## config.mk

```make
export PLATFORM = sky130hd
export DESIGN_NAME = seq_priority_encoder
export DESIGN_NICKNAME = d
export VERILOG_FILES = /design/src/rtl/pe_pkg.sv /design/src/rtl/pe_search.sv /design/src/rtl/seq_priority_encoder.sv
export SDC_FILE = /design/constraint.sdc
export NUM_CORES = 1
export LEC_CHECK = 0
export CAP_MARGIN = 5
export CORE_UTILIZATION = 25
export CTS_BUF_LIST = sky130_fd_sc_hd__clkbuf_8
export DETAILED_ROUTE_END_ITERATION = 8
export GPL_TIMING_DRIVEN = 0
export HOLD_SLACK_MARGIN = 0.15
export PLACE_DENSITY = 0.67
export SLEW_MARGIN = 20
export SYNTH_ARGS = -nofsm -noshare
export SYNTH_HDL_FRONTEND = slang
export SYNTH_SLANG_ARGS = --single-unit
```

## constraint.sdc

```tcl
create_clock -name clk -period 2 [get_ports clk]
set_input_delay 0.4 -clock clk [delete_from_list [all_inputs] [get_ports clk]]
set_output_delay 0.4 -clock clk [all_outputs]
set_load 0.1 [all_outputs]
```

## src/rtl/pe_pkg.sv

```systemverilog
// Shared types and limits for the sequential priority encoder.
package pe_pkg;

  localparam int PE_MAX_N = 64;

  typedef enum logic {
    PE_FIXED = 1'b0,  // bit 0 always wins
    PE_RR    = 1'b1   // search starts at a rotating pointer
  } pe_mode_e;

endpackage

```

## src/rtl/pe_search.sv

```systemverilog
// Combinational circular search: the first set bit of vec at or above start,
// wrapping past N-1 to 0. Also flags an empty vector and two or more bits set.
module pe_search #(
  parameter int N = 10,
  parameter int W = $clog2(N)
) (
  input  logic [N-1:0] vec,
  input  logic [W-1:0] start,
  output logic [W-1:0] index,
  output logic         found,
  output logic         multi
);

  localparam logic [W:0] N_EXT = (W+1)'(N);

  logic [2*N-1:0] doubled;
  logic [N-1:0]   rotated;
  logic [W-1:0]   offset;
  logic [W:0]     sum;
  logic [W:0]     wrapped;

  // Rotating right by start puts bit 'start' at position 0 of the view.
  assign doubled = {vec, vec} >> start;

  generate
    for (genvar gi = 0; gi < N; gi++) begin : g_rot
      assign rotated[gi] = doubled[gi];
    end
  endgenerate

  always_comb begin
    offset = '0;
    for (int i = N - 1; i >= 0; i--) begin
      if (rotated[i]) offset = W'(i);
    end
  end

  assign sum     = {1'b0, start} + {1'b0, offset};
  assign wrapped = (sum >= N_EXT) ? (sum - N_EXT) : sum;

  assign found = |vec;
  // Clearing the lowest set bit leaves something only when two or more were set.
  assign multi = |(vec & (vec - N'(1)));
  assign index = found ? wrapped[W-1:0] : '0;

endmodule

```

## src/rtl/seq_priority_encoder.sv

```systemverilog
// Registered priority encoder with a one-deep valid/ready output stage and
// optional round-robin start pointer.
module seq_priority_encoder
  import pe_pkg::*;
#(
  parameter int       N    = 10,
  parameter pe_mode_e MODE = PE_FIXED,
  localparam int      W    = $clog2(N)
) (
  input  logic         clk,
  input  logic         rst,
  input  logic         in_valid,
  output logic         in_ready,
  input  logic [N-1:0] d,
  output logic         out_valid,
  input  logic         out_ready,
  output logic [W-1:0] q,
  output logic         none,
  output logic         multi
);

  generate
    if (N < 2 || N > PE_MAX_N) begin : g_bad_n
      $error("seq_priority_encoder: N out of range");
    end
  endgenerate

  logic         out_valid_reg;
  logic [W-1:0] q_reg;
  logic         none_reg;
  logic         multi_reg;
  logic [W-1:0] ptr_reg;

  logic [W-1:0] start;
  logic [W-1:0] hit_index;
  logic         hit_found;
  logic         hit_multi;
  logic [W-1:0] ptr_next;
  logic         accept;

  assign start = (MODE == PE_RR) ? ptr_reg : '0;

  pe_search #(
    .N(N),
    .W(W)
  ) u_search (
    .vec  (d),
    .start(start),
    .index(hit_index),
    .found(hit_found),
    .multi(hit_multi)
  );

  assign in_ready = !rst && (!out_valid_reg || out_ready);
  assign accept   = in_valid && in_ready;
  assign ptr_next = (hit_index == W'(N - 1)) ? '0 : hit_index + W'(1);

  always_ff @(posedge clk) begin
    if (rst) begin
      out_valid_reg <= 1'b0;
      q_reg         <= '0;
      none_reg      <= 1'b0;
      multi_reg     <= 1'b0;
      ptr_reg       <= '0;
    end else if (accept) begin
      out_valid_reg <= 1'b1;
      q_reg         <= hit_index;
      none_reg      <= !hit_found;
      multi_reg     <= hit_multi;
      // An empty vector grants nothing, so the pointer stays put.
      if (MODE == PE_RR && hit_found) ptr_reg <= ptr_next;
    end else if (out_ready) begin
      out_valid_reg <= 1'b0;
    end
  end

  assign out_valid = out_valid_reg;
  assign q         = q_reg;
  assign none      = none_reg;
  assign multi     = multi_reg;

endmodule

```

# Yosys cells after proc, flatten, opt, wreduce, memory -nomap -nowiden
# Cells that the tools add are included.
[totals]
regBits = 7
inputBits = 14
out_inout_bits = 8
wordCells = 31
[classes]
n_addsub = 2
n_lt_le_gt_ge = 1
n_mux = 14
n_bitwise = 1
n_reduce_logical = 9
[op_table]
columns = ["op", "count"]
rows = [
  ["$mux 4", 12],
  ["$reduce_or 10->1", 2],
  ["$and 10x10->10", 1],
  ["$sub 10x1->10 const B", 1],
  ["$ge 4x4->1 const B", 1],
  ["$sub 4x4->4 const B", 1],
  ["$logic_not 1->1", 3],
  ["$logic_and 1x1->1", 2],
  ["$mux 1", 2],
  ["$reduce_bool 2->1", 1],
  ["$logic_or 1x1->1", 1],
]

# Depth between registers and ports, before layout
# Gate-level depths: netlist of run 1.
[logic_depth]
ltp_word = 13
depth_mapped = 6
depth_no_buf = 5

# By module
# A second synthesis of run 1 with hierarchy kept.
[unflattened]
cells_unflattened = 179
area_unflattened_um2 = 1505.2
[by_module_without_submodules]
columns = ["module", "n_inst", "cells_each", "area_per_inst_um2"]
rows = [
  ["pe_search", 1, 146, 1198.6],
  ["seq_priority_encoder", 1, 33, 306.5],
]

# Least setup slack after synthesis of run 1
# OpenSTA, ideal clock, no wires.
[synth_timing]
path_type = "register to register"
start = "register out_valid_reg, in the netlist out_valid"
end = "register q_reg[1], in the netlist q[1]"
arrival_ns = 2.548
t_required_ns = 1.930
path_slack_ns = -0.618
path_stages_with_launch = 5
path_cell_list = "dfxtp_1 nor2b_1 nor2_1 nand4_1 a21oi_1"
[synth_via]
elab_chain_cells = 4
[synth_lines]
columns = ["element", "line", "source"]
rows = [
  ["start: declaration", "seq_priority_encoder.sv:28", "logic out_valid_reg;"],
  ["start signal: assignment", "seq_priority_encoder.sv:60", "out_valid_reg <= 1'b0;"],
  ["start signal: assignment", "seq_priority_encoder.sv:66", "out_valid_reg <= 1'b1;"],
  ["start signal: assignment", "seq_priority_encoder.sv:73", "out_valid_reg <= 1'b0;"],
  ["$logic_not 1->1", "seq_priority_encoder.sv:54", "assign in_ready = !rst && (!out_valid_reg || out_ready);"],
  ["$logic_or 1x1->1", "seq_priority_encoder.sv:54", ""],
  ["$logic_and 1x1->1", "seq_priority_encoder.sv:54", ""],
  ["via in_ready", "seq_priority_encoder.sv:13", "output logic in_ready,"],
  ["$logic_and 1x1->1", "seq_priority_encoder.sv:55", "assign accept = in_valid && in_ready;"],
  ["end signal: assignment", "seq_priority_encoder.sv:67", "q_reg <= hit_index;"],
  ["end: declaration", "seq_priority_encoder.sv:29", "logic [W-1:0] q_reg;"],
]
# The timed path passes the listed nets, and every way through them passes these cells.
# A chain may end at the register's enable or synchronous reset.

# Final worst setup path of run 1
[layout_timing]
start = "input rst"
end = "output in_ready"
[layout_via]
elab_chain_cells = 2
[layout_lines]
columns = ["element", "line", "source"]
rows = [
  ["start: declaration", "seq_priority_encoder.sv:11", "input logic rst,"],
  ["$logic_not 1->1", "seq_priority_encoder.sv:54", ""],
  ["$logic_and 1x1->1", "seq_priority_encoder.sv:54", ""],
  ["end: declaration", "seq_priority_encoder.sv:13", ""],
]
# Every way passes these cells.

==> flow_summary.ini, run 1 <==
[floorplan]
core_mm2 = 0.00156
die-area_mm2 = 0.00189
start_util = 0.276
fp.dieW_um = 43.5
rows = 14
die_height_um = 43.5
io_pins = 22

[sta]
worst_slack_ns = 0.0772
finalClockSkew_ns = 0.00426
clock.fmax_mhz = 520
max_slew_margin = 0.361
fin_crit_sh = 0.961
maxSlewViolCount = 0
fin_tns_setup_ns = 0
rsz0062_at_grt = false
finalSetupViolCount = 0
hold_viol = 0
hold_slack_ns = 0.440
worst_pin_slew_ns = 0.963
min_period_ns = 1.92

[detailed_routing]
first_pass_iters = 6
drc = 4
vias_per_cell = 5.17
wl_um = 1100
antenna_left = 0
routedWlPerCell_um = 11.4
vias = 496
drtIter0Drc = 14

[clocking]
cts-root-buf = clkbuf_8
clock-sinks = 7
tritoncts = built
insertion_delay_ns = 0.22
htreeDepth = 1
clk_path_buf_depth = 2
path_clk_slew_ns = 0.04
cts_buffers = 3

[final_layout]
layoutNonFillerInstCount = 96
seq_area_um2 = 140
final_util = 0.465
drive_gt1_frac = 0.200
final_common_cell = dlygate4sd2_1
area_growth_pct = 68.3
diodes = 0
nFillCells = 173
multiInputGateArea_um2 = 285
final_cell_mix = dlygate4sd2_1, clkdlybuf4s50_1, nor2_1, dfxtp_1, inv_1
nNetsFinal = 95
largest_reg_flops = 4

[placement]
port_buffers = 21
place_hpwl_um = 838
dp_cells = 89
place_ws_ns = -0.637
globalplace.congestion = 0.769

[global_routing]
grt_max_degree = 11
antenna_found_initial = 0
grt_pass1_wl_um = 2010
grt_use_total = 0.140
overflow = 0
grt_pass1_vias = 501

[yosys]
synth_top_cell_by_area = dfxtp_1
synthesis.nets = 66
synth_cells = 52
avgSynthCellArea_um2 = 8.28
synth-seq-cells = 7
synth_area_leaders = dfxtp_1, nor2_1, a2111oi_4, a221oi_1, o41ai_1
yosysTopAreaCellShare = 0.326
syn_area_um2 = 430
yosysUniqueCellTypes = 27
yosysSeqAreaShare = 0.326
synth_warnings = 0

[power_and_ir_drop]
clockPowerShare = 0.402
pwr-share-comb = 0.285
p_leak_nw = 0.307
p_sw_mw = 0.149
pwr-share-seq = 0.313
vdd_drop_max_mv = 0.437
power_density_mw_per_mm2 = 652
intPower_mw = 0.323
p_sw_frac = 0.316

[critical_path]
worstSetupPathType = primary input to primary output
startpoint_type = primary input
endpoint_kind = primary output
cp_data_arrival_time_ns = 1.52
crit_required_ns = 1.60
worstPathMaxFanout = 6

[flow_run]
max-cap-violations = 0

[outcome]
violations = DRC
status = complete, but fails checks

[hold_path]
min_path_type = flip-flop to flip-flop
-- through the flow --
step,total power [mW],instance area [um2]
2_1_floorplan,0.233,438
3_3_place_gp,0.288,668
3_5_place_dp,0.288,668
4_1_cts,0.479,721
5_1_grt,0.499,724
6_report,0.473,724
-- synth_stat cells (all sizes together) --
cell type and number:
nor2 10, dfxtp 7, nand2 4, a21oi 3, inv 3, nand3 3
a221oi 2, nor3 2, o21ai 2, o41ai 2, a2111oi 1, a32oi 1
clkbuf 1, maj3 1, nand4 1, nor2b 1, o21bai 1, o22ai 1
o311ai 1, o31a 1, o31ai 1, or2 1, or3b 1, or4 1
-- routing by layer --
metal  global-route usage  wire length, um  vias up
met4               0.0188                0        0
li1                     -                -      252
met2                0.227              516       15
met1                0.173              501      229
met3               0.0667               80        0
met5                    0                0        -
-- area by class of cell --
class | instances | share of cell area
Inverter | 3 | 0.0155
Clock buffer | 3 | 0.0570
Buffer | 1 | 0.00691
Timing Repair Buffer | 24 | 0.301
Clock inverter | 1 | 0.00518
Multi-Input combinational cell | 41 | 0.394
Tap cell | 16 | 0.0276
Sequential cell | 7 | 0.193
-- critical path, stage by stage --
cell	delay [ns]
clkdlybuf4s50_1	0.54
nor2_4	0.15
buf_2	0.43
-- kinds of logic after synthesis --
group | after synthesis | share of synthesized area
adder cells (fa/ha/maj) | 1 | 0.0233
AND/OR/NAND/NOR | 24 | 0.299
AO/OA/AOI/OAI | 16 | 0.317
buffers and inverters | 4 | 0.0349
flip-flops | 7 | 0.326
-- power groups by stage --
| stage | combinational [mW] | clock, mW | sequential, mW |
|---|---|---|---|
| 3_3_place_gp | 0.137 | 0 | 0.151 |
| 2_1_floorplan | 0.0434 | 0 | 0.190 |
| 6_report | 0.135 | 0.190 | 0.148 |
| 3_5_place_dp | 0.138 | 0 | 0.150 |
| 4_1_cts | 0.135 | 0.196 | 0.148 |
| 5_1_grt | 0.143 | 0.207 | 0.149 |
-- path summary, 6_finish.rpt --
| kind | start | end | slack, ns | depth (start not counted) |
|---|---|---|---|---|
| max | rst | in_ready | 0.08 | 3 |
| min | multi$_SDFFE_PP0P_ | multi$_SDFFE_PP0P_ | 0.44 | 2 |
| max reg2reg | out_valid$_SDFFE_PP0P_ | q[0]$_SDFFE_PP0P_ | 0.45 | 4 |
| min reg2reg | multi$_SDFFE_PP0P_ | multi$_SDFFE_PP0P_ | 0.44 | 2 |
-- repair_timing --
action,CTS,global route
pin swaps,4,2
hold buffers,0,0
buffers inserted,3,0
gates resized for setup,16,3
endpoints found under the setup margin,9,3
gates cloned,0,0
Note: power is estimated with default switching activity, not from simulation.
==> inputs of run 2 (changes only) <==
==> constraint.sdc (replaced) <==
create_clock -name clk -period 2 [get_ports clk]
set_input_delay 0.6 -clock clk [delete_from_list [all_inputs] [get_ports clk]]
set_output_delay 0.6 -clock clk [all_outputs]
set_load 0.1 [all_outputs]
==> run 2 against run 1 <==
  * The run still ends with DRC left
  * Clock skew up 0.0014 ns
  * Worst hold slack improved by 0.0070 ns
  * Critical path depth grew 1
  * Clock power is essentially flat
  * Maximum frequency decreased by 0.73%
  * Largest cell class unchanged
==> flow_summary.ini, run 2 (synthesized netlist as in run 1, its figures left out) <==
[detailed_routing]
vias = 506
drc = 4
wl_um = 1220
drtIter0Drc = 13
antenna_left = 0
routedWlPerCell_um = 12.3
first_pass_iters = 5
vias_per_cell = 5.11

[final_layout]
largest_reg_flops = 4
nNetsFinal = 98
area_growth_pct = 71.5
diodes = 0
layoutNonFillerInstCount = 99
final_cell_mix = clkbuf_2, nor2_1, dlygate4sd2_1, dfxtp_1, buf_4
final_common_cell = clkbuf_2
drive_gt1_frac = 0.349
final_util = 0.474

[sta]
maxSlewViolCount = 0
worst_pin_slew_ns = 0.546
hold_viol = 0
hold_slack_ns = 0.447
min_period_ns = 1.94
finalClockSkew_ns = 0.00563
max_slew_margin = 0.637
worst_slack_ns = 0.0630
fin_crit_sh = 0.968
finalSetupViolCount = 0
clock.fmax_mhz = 516

[global_routing]
grt.met2_usage = 0.212
grt_pass1_vias = 462
grt_max_degree = 11
grt_pass1_wl_um = 1900
grt_busiest_layer = met2
grtUsageMet3 = 0.0792
met1_usage = 0.171
antenna_found_initial = 0
overflow = 0
grt_use_total = 0.137

[clocking]
path_clk_slew_ns = 0.04
cts_buffers = 3
insertion_delay_ns = 0.23
htreeDepth = 1
tritoncts = built
clock-sinks = 7
clk_path_buf_depth = 2
holdBufCountCts = 0
cts-root-buf = clkbuf_8

[outcome]
status = complete, but fails checks
violations = DRC

[floorplan]
fp.dieW_um = 43.5
io_pins = 22
rows = 14
start_util = 0.276
die-area_mm2 = 0.00189
die_height_um = 43.5
core_mm2 = 0.00156

[placement]
dp_cells = 89
place_ws_ns = -1.02
place_hpwl_um = 859
globalplace.congestion = 0.764
port_buffers = 21

[power_and_ir_drop]
vdd_drop_max_mv = 0.507
p_leak_nw = 0.314
power_density_mw_per_mm2 = 653

[critical_path]
worstSetupPathType = primary input to flip-flop
worstPathMaxFanout = 10
crit_required_ns = 2.12
max_stage_delay_ns = 0.49
startpoint_type = primary input
cp_data_arrival_time_ns = 2.06
crit_chain = clkdlybuf4s50_1 -> or3b_1 -> clkbuf_4 -> o41ai_1
crit_slowest_cell = clkdlybuf4s50_1
endpoint_kind = flip-flop

[hold_path]
min_path_type = flip-flop to flip-flop

[flow_run]
max-cap-violations = 0
==> run 2: report_power, final <==
| group | leakage (nW) | switching, mW | internal (mW) | total, mW |
|---|---|---|---|---|
| Combinational | 0.230 | 0.0920 | 0.0486 | 0.141 |
| Clock | 0.0269 | 0.0601 | 0.133 | 0.193 |
| Sequential | 0.0575 | 0.00269 | 0.146 | 0.149 |
==> run 2: worst paths after layout <==
| check | start | endpoint | slack (ns) | cells past startpoint |
|---|---|---|---|---|
| worst min register to register | multi$_SDFFE_PP0P_ | multi$_SDFFE_PP0P_ | 0.45 | 2 |
| worst max-delay path | in_valid | q[0]$_SDFFE_PP0P_ | 0.06 | 4 |
| worst max register to register | out_valid$_SDFFE_PP0P_ | q[0]$_SDFFE_PP0P_ | 0.49 | 4 |
| worst min-delay path | multi$_SDFFE_PP0P_ | multi$_SDFFE_PP0P_ | 0.45 | 2 |
==> run 2: critical path: cells and delay by family <==
kind	cells	cell delay (ns)
AOI/OAI and AO/OA	1	0.34
buffers and inverters	2	0.70
and+or+nand+nor	1	0.42
==> run 2: stage by stage <==
stage	total power, mW	TNS, ns	area (um2)
6_report	0.482	0	738
5_1_grt	0.510	-0.0247	738
4_1_cts	0.483	-0.0741	734
3_5_place_dp	0.289	-3.09	669
3_3_place_gp	0.288	-2.95	669
2_1_floorplan	0.233	0	439
==> run 2: final cells by class <==
type                       count  area (um2)
buffer                         1        7.51
clock buffer                   3        41.3
clock inverter                 1        3.75
fill                         177         821
inverter                       3        11.3
multi-input combinational     41         293
sequential                     7         141
tap                           16        20.0
timing repair buffer          27         220
==> run 2: routing by layer <==
layer | vias up | part of all wire
li1 | 262 | -
met2 | 15 | 0.48
met5 | - | 0
met1 | 227 | 0.44
met3 | 2 | 0.068
met4 | 0 | 0.0074
==> run 2: repair_timing <==
item	CTS	global route
endpoints found under the hold margin	0	0
setup endpoints to repair	12	10
gates resized for setup	33	16
pin swaps	4	6
buffers inserted	3	3
==> variant 1, RTL diff (settings of run 1) <==
`N` is set to 10 in 2 places; all go to 11.
--- a/src/rtl/pe_search.sv
+++ b/src/rtl/pe_search.sv
@@ -1,7 +1,7 @@
 // Combinational circular search: the first set bit of vec at or above start,
 // wrapping past N-1 to 0. Also flags an empty vector and two or more bits set.
 module pe_search #(
-  parameter int N = 10,
+  parameter int N = 11,
   parameter int W = $clog2(N)
 ) (
   input  logic [N-1:0] vec,
--- a/src/rtl/seq_priority_encoder.sv
+++ b/src/rtl/seq_priority_encoder.sv
@@ -3,7 +3,7 @@
 module seq_priority_encoder
   import pe_pkg::*;
 #(
-  parameter int       N    = 10,
+  parameter int       N    = 11,
   parameter pe_mode_e MODE = PE_FIXED,
   localparam int      W    = $clog2(N)
 ) (
Ports: changed (resized d); port bits go from 22 to 23. No check against the original RTL was run, so the function may have changed too.
==> variant 1 against run 1 <==
  * Total power increased by 6.1%
  * Non-clock buffer count increased by 3
  * Cell area increased by 17%
  * Wire length increased by 32%
  * Synthesized cell count increased by 13%
  * Maximum frequency increased by 0.26%
  * Global-route usage decreased by 0.58 points
  * Setup slack improved by 0.0049 ns
  * Area after synthesis increased by 14%
  * Sequential cell count unchanged
  * Critical endpoint is now q[1]
  * Highest routed layer is now met4
==> variant 1: results (changes against run 1) <==
Reg2reg path depth -> 5 (+1)
Internal power -> 335 µW (+3.7%)
DRT Wirelength -> 1450 µm (+32%)
Netlist cell types -> 29 (+7.4%)
Sequential area share after synthesis -> 28.6% (-3.9 points)
RD Place Congestion -> 0.803 (+4.5%)
Top post-synthesis cells by area -> dfxtp_1 (29%), nor2_1 (7.7%), mux2i_1 (6.1%), nand3b_1 (6.1%), nor4b_4 (4.9%)
DR pass1 iterations -> 4 (-2)
Capture point of the worst reg-to-reg path -> multi
Vias per Instance -> 5.01 (-3.1%)
Post-synthesis cell area -> 489 µm² (+14%)
Worst Skew -> 0.00165 ns (-0.00261 ns)
DP HPWL -> 961 µm (+15%)
WHS Path Cells -> 2 (unchanged)
Total leakage power -> 0.365 nW (+19%)
Min-delay src -> q[1]
Initial antenna violation count -> 0 (unchanged)
Largest net degree at the start of global routing -> 10 (-1)
Hold WC Path Type -> reg2reg
Status -> completed
Yosys warning count -> 0 (unchanged)
Start of the worst register-to-register path -> out_valid
Top delay family on crit path -> compound AO/OA/AOI/OAI gates
Slowest CP cell -> a221o_1
Placement Setup Slack -> -0.714 ns (-0.0770 ns)
Number of H-tree levels -> 1 (unchanged)
Initial DRC Count -> 9 (-5)
CP Capture Point -> q[1]
Mapped Nets -> 75 (+14%)
Max reg flops -> 4 (unchanged)
Clock latency at the later pin of the worst-skew pair -> 0.23 ns
Root buffer cell -> clkbuf_8
Final nets -> 108 (+14%)
GRT Resource Usage Total -> 13.4% (-0.58 points)
Asr flop ratio synth -> 0% (unchanged)
Layout cells sized above 1 -> 28.6% (+8.6 points)
Post-CTS Repair Setup Buffers -> 4 (+1)
Post-CTS resize count -> 23 (+7)
Slowest cell delay on critical path -> 0.37 ns (-0.17 ns)
First-pass GRT wire length -> 2060 µm (+2.1%)
Fmax -> 521 MHz (+0.26%)
Vias in the first global route -> 499 (-0.40%)
Slew headroom -> 36.4% (+0.28 points)
Max rail drop VDD -> 0.000174 V (-60%)
Crit path arrival time -> 2.03 ns (+0.51 ns)
Worst-path clk slew -> 0.04 ns (about the same)
ANT cells -> 0 (unchanged)
Port bufs -> 22 (+4.8%)
FF-to-FF setup slack -> 0.66 ns (+0.21 ns)
TritonCTS buffer count -> 3 (unchanged)
Worst setup path startpoint -> d[6]
Worst-path maximum fanout -> 5 (-1)
Clock buffer depth -> 2 (unchanged)
Most frequent cells after synthesis -> nor2_1 (10), dfxtp_1 (7), nand3b_1 (4), o21ai_0 (4)
[variant 1: changes by cell type after synthesis, sizes merged, moves of 2 or more]
cell    before  now
nand2b       0    3
or3          0    3
nand2        4    1
o41ai        2    0
nand3b       0    4
mux2i        0    3
o21ai        2    5
[variant 1: worst min path at each step]
stage	slack, ns	to
2_1_floorplan	0.46	out_valid
3_3_place_gp	0.47	q[0]
3_5_place_dp	0.47	q[0]
4_1_cts	0.48	q[0]
5_1_grt	0.50	q[2]
6_report	0.48	q[1]
[variant 1: cell families after synthesis]
family | Yosys count | synth area share (%)
compound gates | 16 | 22.3
fa+ha+maj | 2 | 4.60
buf+inv | 2 | 1.54
flops | 7 | 28.6
mux | 3 | 6.14
simple gates | 29 | 36.8
[variant 1: routing by layer]
layer  track usage (%)  part of all wire [%]
met1              17.0                    45
met2              21.4                    49
met3              3.53                   5.4
met4              5.29                  0.69
met5                 0                     0
[variant 1: layout make-up]
type / instances / area, µm²
fillers: 180 / 933
multi-input cells: 50 / 388
repair buffers: 28 / 234
flip-flops and latches: 7 / 144
clock buffers: 3 / 41.3
well taps: 25 / 31.3
inverters: 2 / 7.51
clock inverters: 1 / 3.75
[variant 1: per-stage QoR]
stage | instances | area, µm² | hold WS (ns) | util (%)
6_report | 116 | 850 | 0.479 | 47.6
4_1_cts | 114 | 830 | 0.480 | 46.5
3_3_place_gp | 106 | 759 | 0.471 | 42.6
2_1_floorplan | 59 | 508 | 0.463 | -
5_1_grt | 116 | 850 | 0.500 | 47.6
3_5_place_dp | 106 | 759 | 0.475 | 42.6
[variant 1: power groups by stage]
stage	clock network (mW)	logic (mW)	registers [mW]
floorplan	0	0.0482	0.194
global placement	0	0.152	0.151
detailed placement	0	0.153	0.151
CTS	0.195	0.154	0.148
global route	0.201	0.169	0.149
finish	0.193	0.160	0.149
==> variant 2, RTL diff (settings of run 1) <==
Without the edit above. Reset style: asynchronous (`rst`), changed in one clocked block.
--- a/src/rtl/seq_priority_encoder.sv
+++ b/src/rtl/seq_priority_encoder.sv
@@ -55,7 +55,7 @@
   assign accept   = in_valid && in_ready;
   assign ptr_next = (hit_index == W'(N - 1)) ? '0 : hit_index + W'(1);
 
-  always_ff @(posedge clk) begin
+  always_ff @(posedge clk or posedge rst) begin
     if (rst) begin
       out_valid_reg <= 1'b0;
       q_reg         <= '0;
Function: differs if rst is asserted again (counterexample within 4 cycles, from zero or initial values and one cycle with rst high); with rst held inactive, the same outputs for 10 cycles.
==> variant 2 against run 1 <==
  * The flow still finishes with violations (design-rule violations)
  * Total power rose by 9.9%
  * Maximum frequency increased by 5.2%
  * Wire length fell by 2.4%
  * Clock skew down 0.0025 ns
  * Combinational power grew 30%
  * Synthesized cell count unchanged
  * Sequential cell count stayed put
  * Area after synthesis rose by 2.9%
  * Setup slack better by 0.095 ns
  * Non-clock buffer count fell by 1
  * Via count down 5.4%
  * Cell area up 1.2%
==> variant 2: results (changes against run 1) <==
CP Capture Point -> none
GRT Resource Usage Total -> 13.5% (-0.48 points)
Worst-path maximum fanout -> 2 (-4)
First-pass GRT wire length -> 1840 µm (-8.9%)
Max reg flops -> 4 (unchanged)
Most frequent cells after synthesis -> dfrtp_1 (7), nand2_1 (7), nor2_1 (7), inv_1 (5), a21oi_1 (4)
Top delay family on crit path -> buffers and inverters
DR pass1 iterations -> 8 (+2)
Top post-synthesis cells by area -> dfrtp_1 (40%), nand2_1 (5.9%), nor2_1 (5.9%), nor4_4 (4.8%), a21oi_1 (4.5%)
Yosys warning count -> 0 (unchanged)
Largest net degree at the start of global routing -> 11 (unchanged)
Number of H-tree levels -> 1 (unchanged)
Netlist cell types -> 24 (-11%)
Finished Layout Cells -> 95 (-1.0%)
Failing checks -> design-rule violations
RD Place Congestion -> 0.757 (-1.6%)
DRT Wirelength -> 1070 µm (-2.4%)
Dpl cell area -> 681 µm² (+1.9%)
Clock latency at the later pin of the worst-skew pair -> 0.22 ns (about the same)
Worst setup path startpoint -> none
Vias in the first global route -> 471 (-6.0%)
Vias per Instance -> 4.94 (-4.4%)
Slowest CP cell -> dlygate4sd2_1
Hold WC Path Type -> reg2reg
Mapped Nets -> 66 (unchanged)
Start of the worst register-to-register path -> out_valid
ANT cells -> 0 (unchanged)
Final antenna-violating net count -> 0 (unchanged)
Main synth FF type -> dfrtp_1
TritonCTS buffer count -> 3 (unchanged)
Sequential area share after synthesis -> 39.5% (+7.0 points)
Port bufs -> 21 (unchanged)
Clock buffer depth -> 2 (unchanged)
Final nets -> 94 (-1.1%)
DP HPWL -> 861 µm (+2.7%)
# DRC -> 2 (-2)
Worst Skew -> 0.00177 ns (-0.00249 ns)
Initial antenna violation count -> 0 (unchanged)
Slowest cell delay on critical path -> 0.86 ns (+0.32 ns)
Status -> finished, violations left
Worst Max-Slew Pin Slew -> 0.954 ns (-0.00905 ns)
Total leakage power -> 0.326 nW (+6.3%)
Initial DRC Count -> 11 (-3)
Layout cells sized above 1 -> 13.9% (-6.1 points)
FF-to-FF setup slack -> 0.75 ns (+0.30 ns)
Asr flop ratio synth -> 100% (+100 points)
Max rail drop VDD -> 0.000235 V (-46%)
Worst-path clk slew -> 0.04 ns (about the same)
Filler cells -> 164 (-5.2%)
Syn Area/Cell -> 8.52 µm² (+2.9%)
Reg2reg path depth -> 5 (+1)
Root buffer cell -> clkbuf_8
Crit path arrival time -> 1.43 ns (-0.09 ns)
Capture point of the worst reg-to-reg path -> none
Dpl cells -> 89 (unchanged)
[variant 2: changes by cell type in the layout (fill, tap and decap cells not counted), moves of 2 or more]
cell and delta:
a221oi_1 -2, o41ai_1 -2, nand3_1 -2, dlygate4sd2_1 -3, nand2_1 +4, clkdlybuf4s50_1 +4, dfxtp_1 -7, nor2_4 -2
dfrtp_1 +7
[variant 2: worst min-delay path by stage]
stage | startpoint | slack, ns | cells after the start | to
after floorplan | rst | 0.22 | 1 | multi
final | q[3] | 0.47 | 2 | q[3]
after global placement | q[2] | 0.46 | 2 | q[2]
after detailed placement | q[3] | 0.48 | 2 | q[3]
after global routing | q[3] | 0.50 | 2 | q[3]
after CTS | rst | 0.43 | 2 | q[2]
[variant 2: layout make-up]
type / instances / area [µm²] / share of cell area, %
Buffer: 1 / 5.00 / 0.683
Multi-Input combinational cell: 39 / 251 / 34.3
Timing Repair Buffer: 23 / 214 / 29.2
Clock buffer: 3 / 41.3 / 5.63
Clock inverter: 1 / 3.75 / 0.512
Inverter: 5 / 22.5 / 3.07
Sequential cell: 7 / 175 / 23.9
Tap cell: 16 / 20.0 / 2.73
[variant 2: power by group]
part           total [mW]  leakage [nW]  internal [mW]  switching [mW]
Sequential          0.155        0.0890          0.151         0.00390
Combinational       0.175         0.210         0.0531           0.122
Clock               0.188        0.0269          0.132          0.0563
[variant 2: tightest hold or removal path, cell delays in order, from the launching register on]
cell,delay (ns)
dfrtp_1,0.33
nand2_1,0.05
o31ai_1,0.06
[variant 2: logic make-up after synthesis]
| logic type | count (synthesis) | share of synthesized area (%) |
|---|---|---|
| adder cells (fa/ha/maj) | 1 | 2.26 |
| AND/OR/NAND/NOR | 20 | 23.2 |
| AO/OA/AOI/OAI | 18 | 29.7 |
| buffers and inverters | 6 | 5.37 |
| flip-flops | 7 | 39.5 |
[variant 2: stage by stage]
| stage | setup slack, ns | hold WS, ns |
|---|---|---|
| after global routing | 0.141 | 0.502 |
| after floorplan | 0.0146 | 0.219 |
| after global placement | -0.760 | 0.462 |
| after detailed placement | -0.753 | 0.476 |
| after CTS | 0.0785 | 0.427 |
| final | 0.172 | 0.473 |
[variant 2: repair_timing]
item	4_1_cts	5_1_grt
endpoints found under the setup margin	8	1
endpoints found under the hold margin	0	0
cloned	0	0
gates resized for setup	13	1
buffers inserted	0	2
[variant 2: metal layers]
layer	share of wire [%]	GRT usage (%)
met5	0	0
met4	1.9	10.9
met3	6.1	3.67
met2	50	24.1
met1	42	12.8
